===== src/rtl/fpro_bus_arbiter_if.sv =====
`default_nettype none
// ============================================================================
// Module   : fpro_bus_arbiter_if
// Purpose  : Signal bundle for the two-master FPro arbiter (masters + FPro bus)
// Revision : 1.0 - initial release
// ============================================================================
interface fpro_bus_arbiter_if;
  logic        m0_video_cs;
  logic        m0_mmio_cs;
  logic        m0_wr;
  logic        m0_rd;
  logic [20:0] m0_addr;
  logic [31:0] m0_wr_data;
  logic [31:0] m0_rd_data;
  logic        m0_ready;

  logic        m1_video_cs;
  logic        m1_mmio_cs;
  logic        m1_wr;
  logic        m1_rd;
  logic [20:0] m1_addr;
  logic [31:0] m1_wr_data;
  logic [31:0] m1_rd_data;
  logic        m1_ready;

  logic        fp_video_cs;
  logic        fp_mmio_cs;
  logic        fp_wr;
  logic        fp_rd;
  logic [20:0] fp_addr;
  logic [31:0] fp_wr_data;
  logic [31:0] fp_rd_data;

  logic        arb_ovr;

  modport slave (
    input  m0_video_cs, m0_mmio_cs, m0_wr, m0_rd, m0_addr, m0_wr_data,
    output m0_rd_data, m0_ready,
    input  m1_video_cs, m1_mmio_cs, m1_wr, m1_rd, m1_addr, m1_wr_data,
    output m1_rd_data, m1_ready,
    output fp_video_cs, fp_mmio_cs, fp_wr, fp_rd, fp_addr, fp_wr_data,
    input  fp_rd_data,
    output arb_ovr
  );

  modport master (
    output m0_video_cs, m0_mmio_cs, m0_wr, m0_rd, m0_addr, m0_wr_data,
    input  m0_rd_data, m0_ready,
    output m1_video_cs, m1_mmio_cs, m1_wr, m1_rd, m1_addr, m1_wr_data,
    input  m1_rd_data, m1_ready,
    input  fp_video_cs, fp_mmio_cs, fp_wr, fp_rd, fp_addr, fp_wr_data,
    output fp_rd_data,
    input  arb_ovr
  );
endinterface
`default_nettype wire


===== src/rtl/fpro_bus_arbiter.sv =====
`default_nettype none
// ============================================================================
// Module   : fpro_bus_arbiter
// Purpose  : Two-master FPro bus arbiter; FPRO_ARB_RR_EN selects round-robin,
//            otherwise master 0 wins ties.
// Revision : 1.0 - initial release
// ============================================================================
module fpro_bus_arbiter (
  input  logic               clk,
  input  logic               reset,
  fpro_bus_arbiter_if.slave  bus
);

  typedef enum logic [1:0] {
    S_IDLE   = 2'd0,
    S_WAIT   = 2'd1,
    S_ISSUED = 2'd2
  } state_t;

  state_t r_state     [2];
  state_t w_state_nxt [2];

  logic [1:0]        w_wr, w_rd, w_vcs, w_mcs;
  logic [1:0][20:0]  w_addr;
  logic [1:0][31:0]  w_wdata;

  logic [1:0]        r_h_wr, r_h_rd, r_h_vcs, r_h_mcs;
  logic [1:0][20:0]  r_h_addr;
  logic [1:0][31:0]  r_h_wdata;

  logic [1:0]        w_s_wr, w_s_rd, w_s_vcs, w_s_mcs;
  logic [1:0][20:0]  w_s_addr;
  logic [1:0][31:0]  w_s_wdata;

  logic [1:0]        w_req, w_idle, w_accept, w_drop, w_cand, w_grant;
  logic              w_win;
  logic              r_prio;

  logic              r_fp_vcs, r_fp_mcs, r_fp_wr, r_fp_rd;
  logic [20:0]       r_fp_addr;
  logic [31:0]       r_fp_wdata;
  logic [1:0]        r_ready;
  logic [1:0][31:0]  r_rd_data;
  logic              r_ovr;

  assign w_wr    = {bus.m1_wr, bus.m0_wr};
  assign w_rd    = {bus.m1_rd, bus.m0_rd};
  assign w_vcs   = {bus.m1_video_cs, bus.m0_video_cs};
  assign w_mcs   = {bus.m1_mmio_cs, bus.m0_mmio_cs};
  assign w_addr  = {bus.m1_addr, bus.m0_addr};
  assign w_wdata = {bus.m1_wr_data, bus.m0_wr_data};

  // An idle master presents its live strobe (holding bypass); a waiting one its latched request.
  genvar k;
  generate
    for (k = 0; k < 2; k++) begin : g_master
      assign w_req[k]     = w_wr[k] | w_rd[k];
      assign w_idle[k]    = (r_state[k] == S_IDLE);
      assign w_accept[k]  = w_req[k] & w_idle[k];
      assign w_drop[k]    = w_req[k] & ~w_idle[k];
      assign w_cand[k]    = w_accept[k] | (r_state[k] == S_WAIT);
      assign w_s_wr[k]    = w_idle[k] ? w_wr[k]               : r_h_wr[k];
      assign w_s_rd[k]    = w_idle[k] ? (w_rd[k] & ~w_wr[k])  : r_h_rd[k];
      assign w_s_vcs[k]   = w_idle[k] ? w_vcs[k]              : r_h_vcs[k];
      assign w_s_mcs[k]   = w_idle[k] ? w_mcs[k]              : r_h_mcs[k];
      assign w_s_addr[k]  = w_idle[k] ? w_addr[k]             : r_h_addr[k];
      assign w_s_wdata[k] = w_idle[k] ? w_wdata[k]            : r_h_wdata[k];
    end
  endgenerate

  always_comb begin
    w_grant = w_cand;
    if (w_cand == 2'b11) begin
      w_grant = r_prio ? 2'b10 : 2'b01;
    end
  end

  assign w_win = w_grant[1];

  always_comb begin
    for (int m = 0; m < 2; m++) begin
      w_state_nxt[m] = r_state[m];
      case (r_state[m])
        S_IDLE:   if (w_accept[m]) w_state_nxt[m] = w_grant[m] ? S_ISSUED : S_WAIT;
        S_WAIT:   if (w_grant[m])  w_state_nxt[m] = S_ISSUED;
        S_ISSUED: w_state_nxt[m] = S_IDLE;
        default:  w_state_nxt[m] = S_IDLE;
      endcase
    end
  end

  always_ff @(posedge clk or posedge reset) begin
    if (reset) begin
      r_state[0] <= S_IDLE;
      r_state[1] <= S_IDLE;
    end else begin
      r_state[0] <= w_state_nxt[0];
      r_state[1] <= w_state_nxt[1];
    end
  end

  always_ff @(posedge clk or posedge reset) begin
    if (reset) begin
      r_h_wr     <= '0;
      r_h_rd     <= '0;
      r_h_vcs    <= '0;
      r_h_mcs    <= '0;
      r_h_addr   <= '0;
      r_h_wdata  <= '0;
      r_prio     <= 1'b0;
      r_fp_vcs   <= 1'b0;
      r_fp_mcs   <= 1'b0;
      r_fp_wr    <= 1'b0;
      r_fp_rd    <= 1'b0;
      r_fp_addr  <= '0;
      r_fp_wdata <= '0;
      r_ready    <= '0;
      r_rd_data  <= '0;
      r_ovr      <= 1'b0;
    end else begin
      for (int m = 0; m < 2; m++) begin
        if (w_accept[m]) begin
          r_h_wr[m]    <= w_wr[m];
          r_h_rd[m]    <= w_rd[m] & ~w_wr[m];
          r_h_vcs[m]   <= w_vcs[m];
          r_h_mcs[m]   <= w_mcs[m];
          r_h_addr[m]  <= w_addr[m];
          r_h_wdata[m] <= w_wdata[m];
        end
        r_ready[m] <= (r_state[m] == S_ISSUED);
        // The bus read belongs to whichever master is in ISSUED; chip-select misses read as zero.
        if ((r_state[m] == S_ISSUED) && r_fp_rd) begin
          r_rd_data[m] <= (r_fp_vcs | r_fp_mcs) ? bus.fp_rd_data : 32'd0;
        end
      end

      if (|w_drop) begin
        r_ovr <= 1'b1;
      end

      r_fp_wr  <= (|w_grant) & w_s_wr[w_win];
      r_fp_rd  <= (|w_grant) & w_s_rd[w_win];
      r_fp_vcs <= (|w_grant) & w_s_vcs[w_win];
      r_fp_mcs <= (|w_grant) & w_s_mcs[w_win];
      if (|w_grant) begin
        r_fp_addr  <= w_s_addr[w_win];
        r_fp_wdata <= w_s_wdata[w_win];
`ifdef FPRO_ARB_RR_EN
        r_prio     <= ~w_win;
`endif
      end
    end
  end

  assign bus.fp_video_cs = r_fp_vcs;
  assign bus.fp_mmio_cs  = r_fp_mcs;
  assign bus.fp_wr       = r_fp_wr;
  assign bus.fp_rd       = r_fp_rd;
  assign bus.fp_addr     = r_fp_addr;
  assign bus.fp_wr_data  = r_fp_wdata;
  assign bus.m0_ready    = r_ready[0];
  assign bus.m1_ready    = r_ready[1];
  assign bus.m0_rd_data  = r_rd_data[0];
  assign bus.m1_rd_data  = r_rd_data[1];
  assign bus.arb_ovr     = r_ovr;

endmodule
`default_nettype wire

===== src/flat_wrapper.sv =====
// flat-port wrapper written by rule: the top's interface ports become plain ports
module fpro_bus_arbiter_flat 
  (clk, reset, bus_m0_video_cs, bus_m0_mmio_cs, bus_m0_wr, bus_m0_rd, bus_m0_addr, bus_m0_wr_data, bus_m0_rd_data, bus_m0_ready, bus_m1_video_cs, bus_m1_mmio_cs, bus_m1_wr, bus_m1_rd, bus_m1_addr, bus_m1_wr_data, bus_m1_rd_data, bus_m1_ready, bus_fp_video_cs, bus_fp_mmio_cs, bus_fp_wr, bus_fp_rd, bus_fp_addr, bus_fp_wr_data, bus_fp_rd_data, bus_arb_ovr);
  fpro_bus_arbiter_if bus_i ();
  input  logic clk;
  input  logic reset;
  input wire logic [$bits(bus_i.m0_video_cs)-1:0] bus_m0_video_cs;
  input wire logic [$bits(bus_i.m0_mmio_cs)-1:0] bus_m0_mmio_cs;
  input wire logic [$bits(bus_i.m0_wr)-1:0] bus_m0_wr;
  input wire logic [$bits(bus_i.m0_rd)-1:0] bus_m0_rd;
  input wire logic [$bits(bus_i.m0_addr)-1:0] bus_m0_addr;
  input wire logic [$bits(bus_i.m0_wr_data)-1:0] bus_m0_wr_data;
  output wire logic [$bits(bus_i.m0_rd_data)-1:0] bus_m0_rd_data;
  output wire logic [$bits(bus_i.m0_ready)-1:0] bus_m0_ready;
  input wire logic [$bits(bus_i.m1_video_cs)-1:0] bus_m1_video_cs;
  input wire logic [$bits(bus_i.m1_mmio_cs)-1:0] bus_m1_mmio_cs;
  input wire logic [$bits(bus_i.m1_wr)-1:0] bus_m1_wr;
  input wire logic [$bits(bus_i.m1_rd)-1:0] bus_m1_rd;
  input wire logic [$bits(bus_i.m1_addr)-1:0] bus_m1_addr;
  input wire logic [$bits(bus_i.m1_wr_data)-1:0] bus_m1_wr_data;
  output wire logic [$bits(bus_i.m1_rd_data)-1:0] bus_m1_rd_data;
  output wire logic [$bits(bus_i.m1_ready)-1:0] bus_m1_ready;
  output wire logic [$bits(bus_i.fp_video_cs)-1:0] bus_fp_video_cs;
  output wire logic [$bits(bus_i.fp_mmio_cs)-1:0] bus_fp_mmio_cs;
  output wire logic [$bits(bus_i.fp_wr)-1:0] bus_fp_wr;
  output wire logic [$bits(bus_i.fp_rd)-1:0] bus_fp_rd;
  output wire logic [$bits(bus_i.fp_addr)-1:0] bus_fp_addr;
  output wire logic [$bits(bus_i.fp_wr_data)-1:0] bus_fp_wr_data;
  input wire logic [$bits(bus_i.fp_rd_data)-1:0] bus_fp_rd_data;
  output wire logic [$bits(bus_i.arb_ovr)-1:0] bus_arb_ovr;
  assign bus_i.m0_video_cs = bus_m0_video_cs;
  assign bus_i.m0_mmio_cs = bus_m0_mmio_cs;
  assign bus_i.m0_wr = bus_m0_wr;
  assign bus_i.m0_rd = bus_m0_rd;
  assign bus_i.m0_addr = bus_m0_addr;
  assign bus_i.m0_wr_data = bus_m0_wr_data;
  assign bus_m0_rd_data = bus_i.m0_rd_data;
  assign bus_m0_ready = bus_i.m0_ready;
  assign bus_i.m1_video_cs = bus_m1_video_cs;
  assign bus_i.m1_mmio_cs = bus_m1_mmio_cs;
  assign bus_i.m1_wr = bus_m1_wr;
  assign bus_i.m1_rd = bus_m1_rd;
  assign bus_i.m1_addr = bus_m1_addr;
  assign bus_i.m1_wr_data = bus_m1_wr_data;
  assign bus_m1_rd_data = bus_i.m1_rd_data;
  assign bus_m1_ready = bus_i.m1_ready;
  assign bus_fp_video_cs = bus_i.fp_video_cs;
  assign bus_fp_mmio_cs = bus_i.fp_mmio_cs;
  assign bus_fp_wr = bus_i.fp_wr;
  assign bus_fp_rd = bus_i.fp_rd;
  assign bus_fp_addr = bus_i.fp_addr;
  assign bus_fp_wr_data = bus_i.fp_wr_data;
  assign bus_i.fp_rd_data = bus_fp_rd_data;
  assign bus_arb_ovr = bus_i.arb_ovr;
  fpro_bus_arbiter u_core (.clk(clk), .reset(reset), .bus(bus_i));
endmodule

===== config.mk =====
export PLATFORM = sky130hd
export DESIGN_NAME = fpro_bus_arbiter_flat
export DESIGN_NICKNAME = d
export VERILOG_FILES = /design/src/rtl/fpro_bus_arbiter_if.sv /design/src/rtl/fpro_bus_arbiter.sv /design/src/flat_wrapper.sv
export SDC_FILE = /design/constraint.sdc
export NUM_CORES = 1
export LEC_CHECK = 0
export ABC_AREA = 1
export BUFFER_PORTS_ARGS = -buffer_cell sky130_fd_sc_hd__buf_2
export CAP_MARGIN = 40
export CORE_MARGIN = 8
export CORE_UTILIZATION = 50
export DETAILED_ROUTE_END_ITERATION = 7
export GPL_ROUTABILITY_DRIVEN = 0
export GPL_TIMING_DRIVEN = 0
export PLACE_DENSITY = 0.8
export RECOVER_POWER = 25
export SLEW_MARGIN = 20
export SYNTH_ARGS = -nofsm -noshare
export SYNTH_HDL_FRONTEND = slang
export SYNTH_SLANG_ARGS = --single-unit

===== constraint.sdc =====
create_clock -name clk -period 11.9 [get_ports clk]
set_input_delay 1.785 -clock clk [delete_from_list [all_inputs] [get_ports clk]]
set_output_delay 1.785 -clock clk [all_outputs]
set_load 0.01 [all_outputs]

==> impl_results.md, run 1 <==
* Detailed router's first-iteration violation count at 1234
* Share of cells above drive strength 1 at 20.1%
* Pin count of the biggest net entering global routing at 97
* LEAKAGE at 7.62 nW
* Reg-to-reg startpoint: u_core.r_state[0]
* Final worst-path cycle share at 34.1%
* Peak supply drop at 0.0986 mV
* Clk_skew at 0.0168 ns
* Vias in the first global route at 11500
* FF-to-FF path depth at 5
* Synth-to-layout area growth at 23.3%
* Commonest non-fill, non-tap cell in the layout: nand2_1
* Power Internal at 1.93 mW
* Worst-skew pair later-pin latency at 0.54 ns
* Critical Path RT at 12.54 ns
* P_sw at 1.02 mW
* Slowest CP cell: clkinvlp_2
* Final Non-Filler Cells at 2106
* H-tree depth at 1
* DR vias/cell at 5.36
* Critical Path Max Stage Delay at 1.86 ns
* Failing checks: capacitance limit, slew limit
* Max-slew headroom at -124%
* First-pass GRT wire length at 58800 um
* Final ANT Viol Nets at 0
* Worst hold slack at 0.477 ns
* Placed insts at 2054
* Maxcap violations at 1
* All-Layer GR Usage at 25.7%
* RSZ-0062 raised after global routing: false
* Reg power frac at 41.2%
* Fin area at 0.0141 mm2
* Nets at 1946
* Ys Warns at 1
* CP most frequent cell: buf_16
* Die ar. at 0.0280 mm2
* Hold WC Path Type: reg2reg
* Sum of negative setup slack at 0 ns
* Crit path DAT at 4.69 ns
* Die H at 167 um
* Setup bufs post-CTS at 0
* Hold Path Sink: u_core.bus.fp_addr[8]
* Unique masters post-synth at 23
* Clock power frac at 29.2%
* Global route total overflow at 0
* Run status: finished with violations
* Vias at 11300
* R2R Path End: u_core.bus.m1_rd_data[6]
* Syn Area/Cell at 7.65 um2
* Min-delay src: u_core.bus.fp_addr[8]
* Wirelength, routed at 36500 um
* WL/cell at 17.3 um
* Core ar. at 0.0226 mm2
* CTS Sinks at 242
* Startpoint Class: primary input
* DP Area at 0.0132 mm2
* Port buffer count at 271
* Fmax at 246 MHz
* Most frequent cells in the layout: nand2_1, buf_2, o21ai_0
* CP Cell Sequence: buf_2 -> clkinvlp_2 -> buf_16 -> buf_16
* Hold Vio Cnt, Final at 0
* Antenna violations before repair at 4
* CTS buffer count at 27
* Root buffer cell: clkbuf_16
* Logic pwr share at 29.6%
* Row cnt at 55
* Pins Over Slew Limit at 75
* Register area share after synthesis at 52.9%
* Net Sw Frac at 34.6%
* Top delay family on crit path: buffers and inverters
* Worst Hold Depth at 2
* Final HPWL DP at 27000 um
* Crit path max fanout at 96
* Power Density at 209 mW/mm2
* Post-Place Worst Slack at 8.55 ns
* Worst R2R Setup Slack at 9.48 ns
* Max clock buf depth at 3
* CP bufs+invs at 4
* Synth Cell Area at 0.0114 mm2
* Kind of critical path: in2async
* Hold_buf cts at 0
* Reg clk slew, reported paths at 0.06 ns
* CTS tree: done
* DRT Pass-1 Iters at 5
* Worst-Margin Slew at 3.35 ns
* IO Count at 272
* Final setup fails at 0
* Min setup slack post-route at 7.84 ns
* Tmin final at 4.06 ns
* Worst Setup End Kind: async pin
* Yosys reg bits at 242
* # DRC at 0
* Die span in x at 167 um
* Post-CTS Resized at 0
* Initial cell density of the core at 50.7%
* Gate Count Post-Synth at 1495
-- power by group through the flow --
stage	sequential, mW	clock, mW	combinational (mW)
after floorplan	1.29	0	0.424
after global placement	1.22	0	0.846
after detailed placement	1.22	0	0.873
after CTS	1.21	0.872	0.882
after global routing	1.24	0.902	0.982
final	1.22	0.863	0.874
-- tightest hold or removal path, cell delays in order, from the launching register on --
cell,delay [ns]
dfrtp_1,0.34
nand2_1,0.05
nand2_1,0.05
-- routing by layer --
| metal | share of wire, % | vias up | routed length (um) | global-route usage (%) |
|---|---|---|---|---|
| met2 | 48 | 512 | 17400 | 42.1 |
| met1 | 40 | 5392 | 14600 | 32.6 |
| met3 | 8.6 | 99 | 3130 | 5.31 |
| met4 | 3.8 | 2 | 1410 | 10.9 |
| met5 | 0.036 | - | 13 | 0 |
| li1 | - | 5287 | - | - |
-- synthesized netlist by cell type --
cell type	n	area, um2
nor3_4	2	32.5
clkinv_1	1	3.75
nand3b_1	26	195
buf_4	14	105
a21oi_1	25	125
nand2_2	4	25.0
o22ai_1	15	93.8
inv_1	146	548
clkbuf_2	3	15.0
o21ai_1	8	40.0
buf_1	4	15.0
nor2_1	89	334
o21ai_0	247	1240
dfrtp_1	242	6060
nand3_1	34	170
clkbuf_1	43	161
conb_1	1	3.75
nand2_1	553	2080
o21a_1	2	15.0
nor2_4	2	22.5
buf_2	31	155
nor2_2	1	6.26
inv_2	2	7.51
-- state kept, by name, summed over array words and instances (netlist names), 4 cells and up --
signal,cells
u_core.bus.m1_rd_data,32
u_core.bus.fp_wr_data,32
u_core.r_h_addr,42
u_core.bus.m0_rd_data,32
u_core.r_state,4
u_core.bus.fp_addr,21
u_core.r_h_wdata,64
-- logic make-up (layout without fill, tap and decap cells) --
kind of cell,Yosys count,in the layout,synth area share [%]
AO/OA/AOI/OAI,297,297,13.2
buffers and inverters,244,566,8.84
flip-flops,242,242,52.9
other,1,5,0.0328
AND/OR/NAND/NOR,711,711,25.0
-- metrics by stage --
step                      power [mW]  utilization (%)
after floorplan                 1.71                -
final                           2.95             62.5
after CTS                       2.97             62.7
after detailed placement        2.10             58.6
after global routing            3.13             62.5
after global placement          2.06             58.3
-- how the worst max path moves through the flow --
stage                             start                  endpoint  slack [ns]  cells after the start
4_1_cts        u_core.bus.fp_wr_data[2]         bus_fp_wr_data[2]        9.01                      1
2_1_floorplan                     reset        u_core.bus.arb_ovr        3.47                      1
3_5_place_dp                  bus_m0_rd  u_core.bus.fp_wr_data[6]        8.55                      9
3_3_place_gp                      reset       u_core.r_h_addr[24]        0.70                      2
5_1_grt                           reset      u_core.r_h_wdata[56]        7.36                      4
6_report                          reset      u_core.r_h_wdata[56]        7.84                      4
-- final cells by class --
cell class                 instances  area (um2)
antenna                            3        7.51
buffer                            95         430
clock buffer                      43         846
clock inverter                     6        86.3
fill                            2029        8460
inverter                         149         561
multi-input combinational       1010        4360
sequential                       242        6060
tap                              285         357
timing repair buffer             273        1410
Power figures use the tool's default switching activity.
==> run 2, diff against run 1 <==
- CORE_UTILIZATION: 50 -> 49
- PLACE_DENSITY: 0.8 -> 0.82
- clock period: 11.9 -> 3.6 ns (I/O delays scaled with it)
==> run 2 against run 1 <==
  * The run still ends with capacitance limit, slew limit left
  * Clock skew increased by 0.0039 ns
  * Worst setup slack got worse by 6.4 ns
  * Via count increased by 0.70%
  * Clock-buffer cell count decreased by 4
  * Combinational power increased to 3.3 times the previous value
  * Worst hold slack got worse by 0.32 ns
  * Non-clock buffer count increased by 6
  * Critical endpoint is now u_core.r_h_addr[41]
==> impl_results.md, run 2 (synthesis results as in run 1) <==
* Die H at 169 um (+0.92%)
* Final ANT Viol Nets at 0 (unchanged)
* CTS tree: done
* Hold WC Path Type: in2async
* LEAKAGE at 7.70 nW (+1.0%)
* Critical Path Max Stage Delay at 1.11 ns (-0.75 ns)
* Power Density at 693 mW/mm2 (+230%)
* WL/cell at 17.5 um (+0.82%)
* Final worst-path cycle share at 61.2%
* Post-CTS Resized at 0 (unchanged)
* Initial cell density of the core at 49.3% (-1.4 points)
* CTS buffer count at 27 (unchanged)
* Synth-to-layout area growth at 25.0%
* DRT Pass-1 Iters at 6 (+1)
* Commonest non-fill, non-tap cell in the layout: nand2_1
* Largest regs: u_core.r_h_wdata (64), u_core.r_h_addr (42)
* First-pass GRT wire length at 58900 um (+0.16%)
* Global route total overflow at 0 (unchanged)
* Worst-Margin Slew at 1.65 ns (-1.69 ns)
* Sum of negative setup slack at 0 ns (unchanged)
* Worst Setup End Kind: async pin
* Fmax at 454 MHz
* Vias at 11400 (+0.70%)
* Share of cells above drive strength 1 at 20.7% (+0.58 points)
* Root buffer cell: clkbuf_16
* Final setup fails at 0 (unchanged)
* CP most frequent cell: buf_12
* Worst hold slack at 0.155 ns (-0.322 ns)
* DR vias/cell at 5.29 (-1.4%)
* Slowest CP cell: clkbuf_1
* Final Util at 61.6% (-0.87 points)
* Startpoint Class: primary input
* CTS Sinks at 242 (unchanged)
* Reg clk slew, reported paths at 0.06 ns (about the same)
* Antenna violations before repair at 8 (+4)
* All-Layer GR Usage at 25.7% (+0.079 points)
* Port buffer count at 271 (unchanged)
* Final HPWL DP at 28000 um (+3.5%)
* Min setup slack post-route at 1.40 ns (-6.45 ns)
* Run status: finished with violations
* Most frequent cells in the layout: nand2_1, buf_2, o21ai_0
* Setup bufs post-CTS at 0 (unchanged)
* Die span in x at 169 um (+0.92%)
* Die ar. at 0.0285 mm2 (+1.8%)
* Crit path DAT at 2.93 ns (-1.76 ns)
* Max clock buf depth at 3 (unchanged)
* Post-Place Worst Slack at 1.40 ns (-7.15 ns)
* Worst-skew pair later-pin latency at 0.55 ns (about the same)
* Kind of critical path: in2async
* Clk_skew at 0.0207 ns (+0.00388 ns)
* CP Cell Sequence: buf_2 -> clkinvlp_2 -> clkbuf_1 -> buf_12 -> buf_12
* IO Count at 272 (unchanged)
* Wirelength, routed at 37600 um (+2.9%)
* Pins Over Slew Limit at 29 (-61%)
* Core ar. at 0.0232 mm2 (+2.7%)
* Max reg flops at 64 (unchanged)
* Peak supply drop at 0.490 mV (+400%)
* # DRC at 0 (unchanged)
* RSZ-0062 raised after global routing: false
* Failing checks: capacitance limit, slew limit
* Nets at 1952 (+0.31%)
* Vias in the first global route at 11400 (-0.28%)
* Crit path max fanout at 34 (-65%)
* Top delay family on crit path: buffers and inverters
* Row cnt at 56 (+1.8%)
* Detailed router's first-iteration violation count at 1246 (+0.97%)
* CP bufs+invs at 5 (+1)
* Max-slew headroom at -10.3% (+110 points)
* Pwr Total at 9.91 mW (+240%)
* Critical Path RT at 4.33 ns (-8.21 ns)
* H-tree depth at 1 (unchanged)
* Largest Register: u_core.r_h_wdata
* Tmin final at 2.20 ns
* Hold_buf cts at 0 (unchanged)
* Hold Vio Cnt, Final at 0 (unchanged)
* Pin count of the biggest net entering global routing at 35 (-64%)
* Maxcap violations at 1 (unchanged)
-- run 2: path summary, 6_finish.rpt --
path | to | from | slack [ns] | depth (start not counted)
max | u_core.r_h_addr[41] | reset | 1.40 | 5
min | u_core.bus.m0_rd_data[6] | reset | 0.16 | 2
max reg2reg | u_core.bus.fp_wr_data[22] | u_core.r_state[1] | 1.77 | 7
min reg2reg | u_core.bus.fp_addr[3] | u_core.bus.fp_addr[3] | 0.48 | 2
max in group clk | u_core.bus.fp_wr_data[22] | u_core.r_state[1] | 1.77 | 7
min in group clk | u_core.r_h_wdata[9] | bus_m0_wr_data[9] | 0.22 | 3
-- run 2: through the flow --
| stage | instances | area (um2) |
|---|---|---|
| final | 2150 | 14300 |
| after global placement | 2086 | 13200 |
| after CTS | 2144 | 14300 |
| after global routing | 2148 | 14300 |
| after floorplan | 1496 | 11400 |
| after detailed placement | 2094 | 13400 |
-- run 2: layout make-up --
class / instances / area, um2
multi-input cells: 1010 / 4380
clock inverters: 11 / 201
inverters: 149 / 561
repair buffers: 279 / 1480
diodes: 6 / 15.0
well taps: 319 / 399
flip-flops and latches: 242 / 6060
plain buffers: 95 / 452
clock buffers: 39 / 751
fillers: 2027 / 8890
-- run 2: per-layer routing --
layer	part of all wire, %	vias to the layer above	global-route usage, %
li1	-	5297	-
met3	10	91	5.64
met5	0.10	-	0
met1	39	5402	32.9
met4	3.6	6	10.5
met2	47	575	41.9
-- run 2: worst reg2reg max path, stage by stage (launching register included) --
cell	delay (ns)
dfrtp_1	0.55
inv_2	0.14
nand2_2	0.20
buf_4	0.22
buf_2	0.22
nand2_1	0.08
nor2_1	0.20
nor2_1	0.08
-- run 2: power breakdown --
group,leakage (nW),internal [mW],total (mW),switching (mW)
clock,0.462,1.82,2.97,1.15
combinational,4.21,1.07,2.91,1.84
sequential,3.02,3.58,4.03,0.449
==> run 3, diff against run 2 <==
- CORE_UTILIZATION: 49 -> 50
- PLACE_DENSITY: 0.82 -> 0.8
- clock period: 3.6 -> 2.2 ns (I/O delays scaled with it)
==> run 3 against run 2 <==
  * The flow now finishes without violations
  * Critical path type is now reg2reg
  * Combinational power increased by 64%
  * Total power is 60% higher
  * Sequential power rose by 64%
  * Register-to-register slack lost 1.3 ns
  * Highest routed layer unchanged
  * Utilization rose by 1.4 points
  * Clock-buffer cell count rose by 3
  * Die area shrank 1.8%
  * Final area decreased by 0.39%
  * Sequential share of layout area rose by 0.17 points
  * Worst setup slack worse by 0.97 ns
  * Via count is 0.67% lower
==> impl_results.md, run 3 (synthesis results as in run 1) <==
* Min-delay src: bus_m0_wr_data[11]
* Final HPWL DP at 27600 um (-1.4%)
* Largest Register: u_core.r_h_wdata
* Peak supply drop at 0.887 mV (+81%)
* Global route total overflow at 0 (unchanged)
* Fmax at 564 MHz
* Largest regs: u_core.r_h_wdata (64), u_core.r_h_addr (42)
* M1 GR Usage at 32.3% (-0.64 points)
* Commonest non-fill, non-tap cell in the layout: nand2_1
* Final setup fails at 0 (unchanged)
* CTS buffer count at 27 (unchanged)
* Share of cells above drive strength 1 at 20.7% (+0.032 points)
* Pwr Total at 15.8 mW (+60%)
* Startpoint Class: flop
* Reg-to-reg startpoint: u_core.r_state[1]
* Met3 GRT Util at 5.93% (+0.29 points)
* Wirelength, routed at 36500 um (-2.8%)
* DR vias/cell at 5.34 (+0.88%)
* Worst Setup End Kind: flop
* Fin area at 0.0142 mm2 (-0.39%)
* Setup bufs post-CTS at 0 (unchanged)
* Antenna violations before repair at 8 (unchanged)
* Most frequent cells in the layout: nand2_1, buf_2, o21ai_0
* Power Density at 1110 mW/mm2 (+60%)
* Tmin final at 1.77 ns
* CTS Sinks at 242 (unchanged)
* Die H at 167 um (-0.91%)
* Critical Path RT at 2.62 ns (-1.71 ns)
* Max reg flops at 64 (unchanged)
* Core ar. at 0.0226 mm2 (-2.7%)
* Reg clk slew, reported paths at 0.06 ns (about the same)
* Final ANT Viol Nets at 0 (unchanged)
* Max-slew headroom at 17.4% (+28 points)
* Final Util at 63.1% (+1.4 points)
* Hold Vio Cnt, Final at 0 (unchanged)
* Run status: finished, final reports clean
* Pin count of the biggest net entering global routing at 33 (-5.7%)
* DP Area at 0.0134 mm2 (unchanged)
* CP Launch Point: u_core.r_state[1]
* Min setup slack post-route at 0.425 ns (-0.971 ns)
* Worst-skew pair later-pin latency at 0.54 ns (about the same)
* DRT Pass-1 Iters at 5 (-1)
* # DRC at 0 (unchanged)
* Hold WC Path Type: in2reg
* Die ar. at 0.0280 mm2 (-1.8%)
* Die span in x at 167 um (-0.91%)
* Post-Place Worst Slack at 0.287 ns (-1.11 ns)
* Crit path DAT at 2.19 ns (-0.74 ns)
* GR Util met2 at 41.3% (-0.63 points)
* Crit path max fanout at 10 (-71%)
* Vias at 11300 (-0.67%)
* All-Layer GR Usage at 25.4% (-0.35 points)
* First-pass GRT wire length at 57800 um (-1.8%)
* Clk_skew at 0.0174 ns (-0.00332 ns)
* LEAKAGE at 7.70 nW (about the same)
* Kind of critical path: reg2reg
* H-tree depth at 1 (unchanged)
* Vias in the first global route at 11100 (-2.6%)
* Detailed router's first-iteration violation count at 1113 (-11%)
* Root buffer cell: clkbuf_16
* Maxcap violations at 0 (-1)
* Worst-Margin Slew at 1.23 ns (-0.421 ns)
* Busiest grt layer: met2
* Max clock buf depth at 3 (unchanged)
* CTS tree: done
* Port buffer count at 271 (unchanged)
* Nets at 1954 (+0.10%)
* WL/cell at 17.3 um (-1.3%)
* Worst R2R Setup Slack at 0.43 ns (-1.34 ns)
* Row cnt at 55 (-1.8%)
* Synth-to-layout area growth at 24.5%
* Initial cell density of the core at 50.7% (+1.4 points)
* Pins Over Slew Limit at 0 (-100%)
* RSZ-0062 raised after global routing: false
* IO Count at 272 (unchanged)
* Final worst-path cycle share at 80.7%
-- run 3: final timing paths --
check,end,cells past startpoint
worst max-delay path,u_core.bus.fp_wr_data[4],7
worst min-delay path,u_core.r_h_wdata[11],3
worst max register to register,u_core.bus.fp_wr_data[4],7
worst min register to register,u_core.bus.fp_addr[5],2
max in group asynchronous,u_core.bus.fp_addr[2],6
min in group asynchronous,u_core.bus.m0_rd_data[4],3
-- run 3: final cells by class --
cell class	instances	area [um2]
buffer	95	450
inverter	149	561
clock buffer	42	782
timing repair buffer	281	1550
antenna	5	12.5
fill	1984	8330
multi-input combinational	1010	4380
clock inverter	8	97.6
tap	285	357
sequential	242	6060
-- run 3: power breakdown --
group,internal (mW),leakage (nW),switching (mW)
combinational,1.77,4.24,2.99
sequential,5.85,3.02,0.736
clock,2.67,0.433,1.81
total,10.3,7.70,5.54
-- run 3: worst max-delay path, cell delays in order (launching register included) --
cell,delay [ns]
dfrtp_1,0.54
inv_2,0.13
nand2_2,0.21
buf_4,0.22
buf_2,0.23
nand2_1,0.07
nor2_1,0.16
nor2_1,0.07
-- run 3: timing repair --
item                                    in CTS  in global routing
resized for setup                            0                  0
endpoints found under the hold margin       21                  0
endpoints found under the setup margin       0                  0
hold buffers                                 1                  0
-- run 3: layer usage --
layer	up-vias	part of all wire (%)
li1	5288	-
met1	5342	40
met2	555	47
met3	104	8.9
met4	6	3.9
met5	-	0.10
-- run 3: per-stage QoR --
step           std cells  hold slack [ns]  TNS [ns]
2_1_floorplan       1496            0.447   -316.00
3_3_place_gp        2052            0.458   -674.37
3_5_place_dp        2061            0.453         0
4_1_cts             2112          0.00974         0
5_1_grt             2117           0.0237         0
6_report            2117           0.0197         0
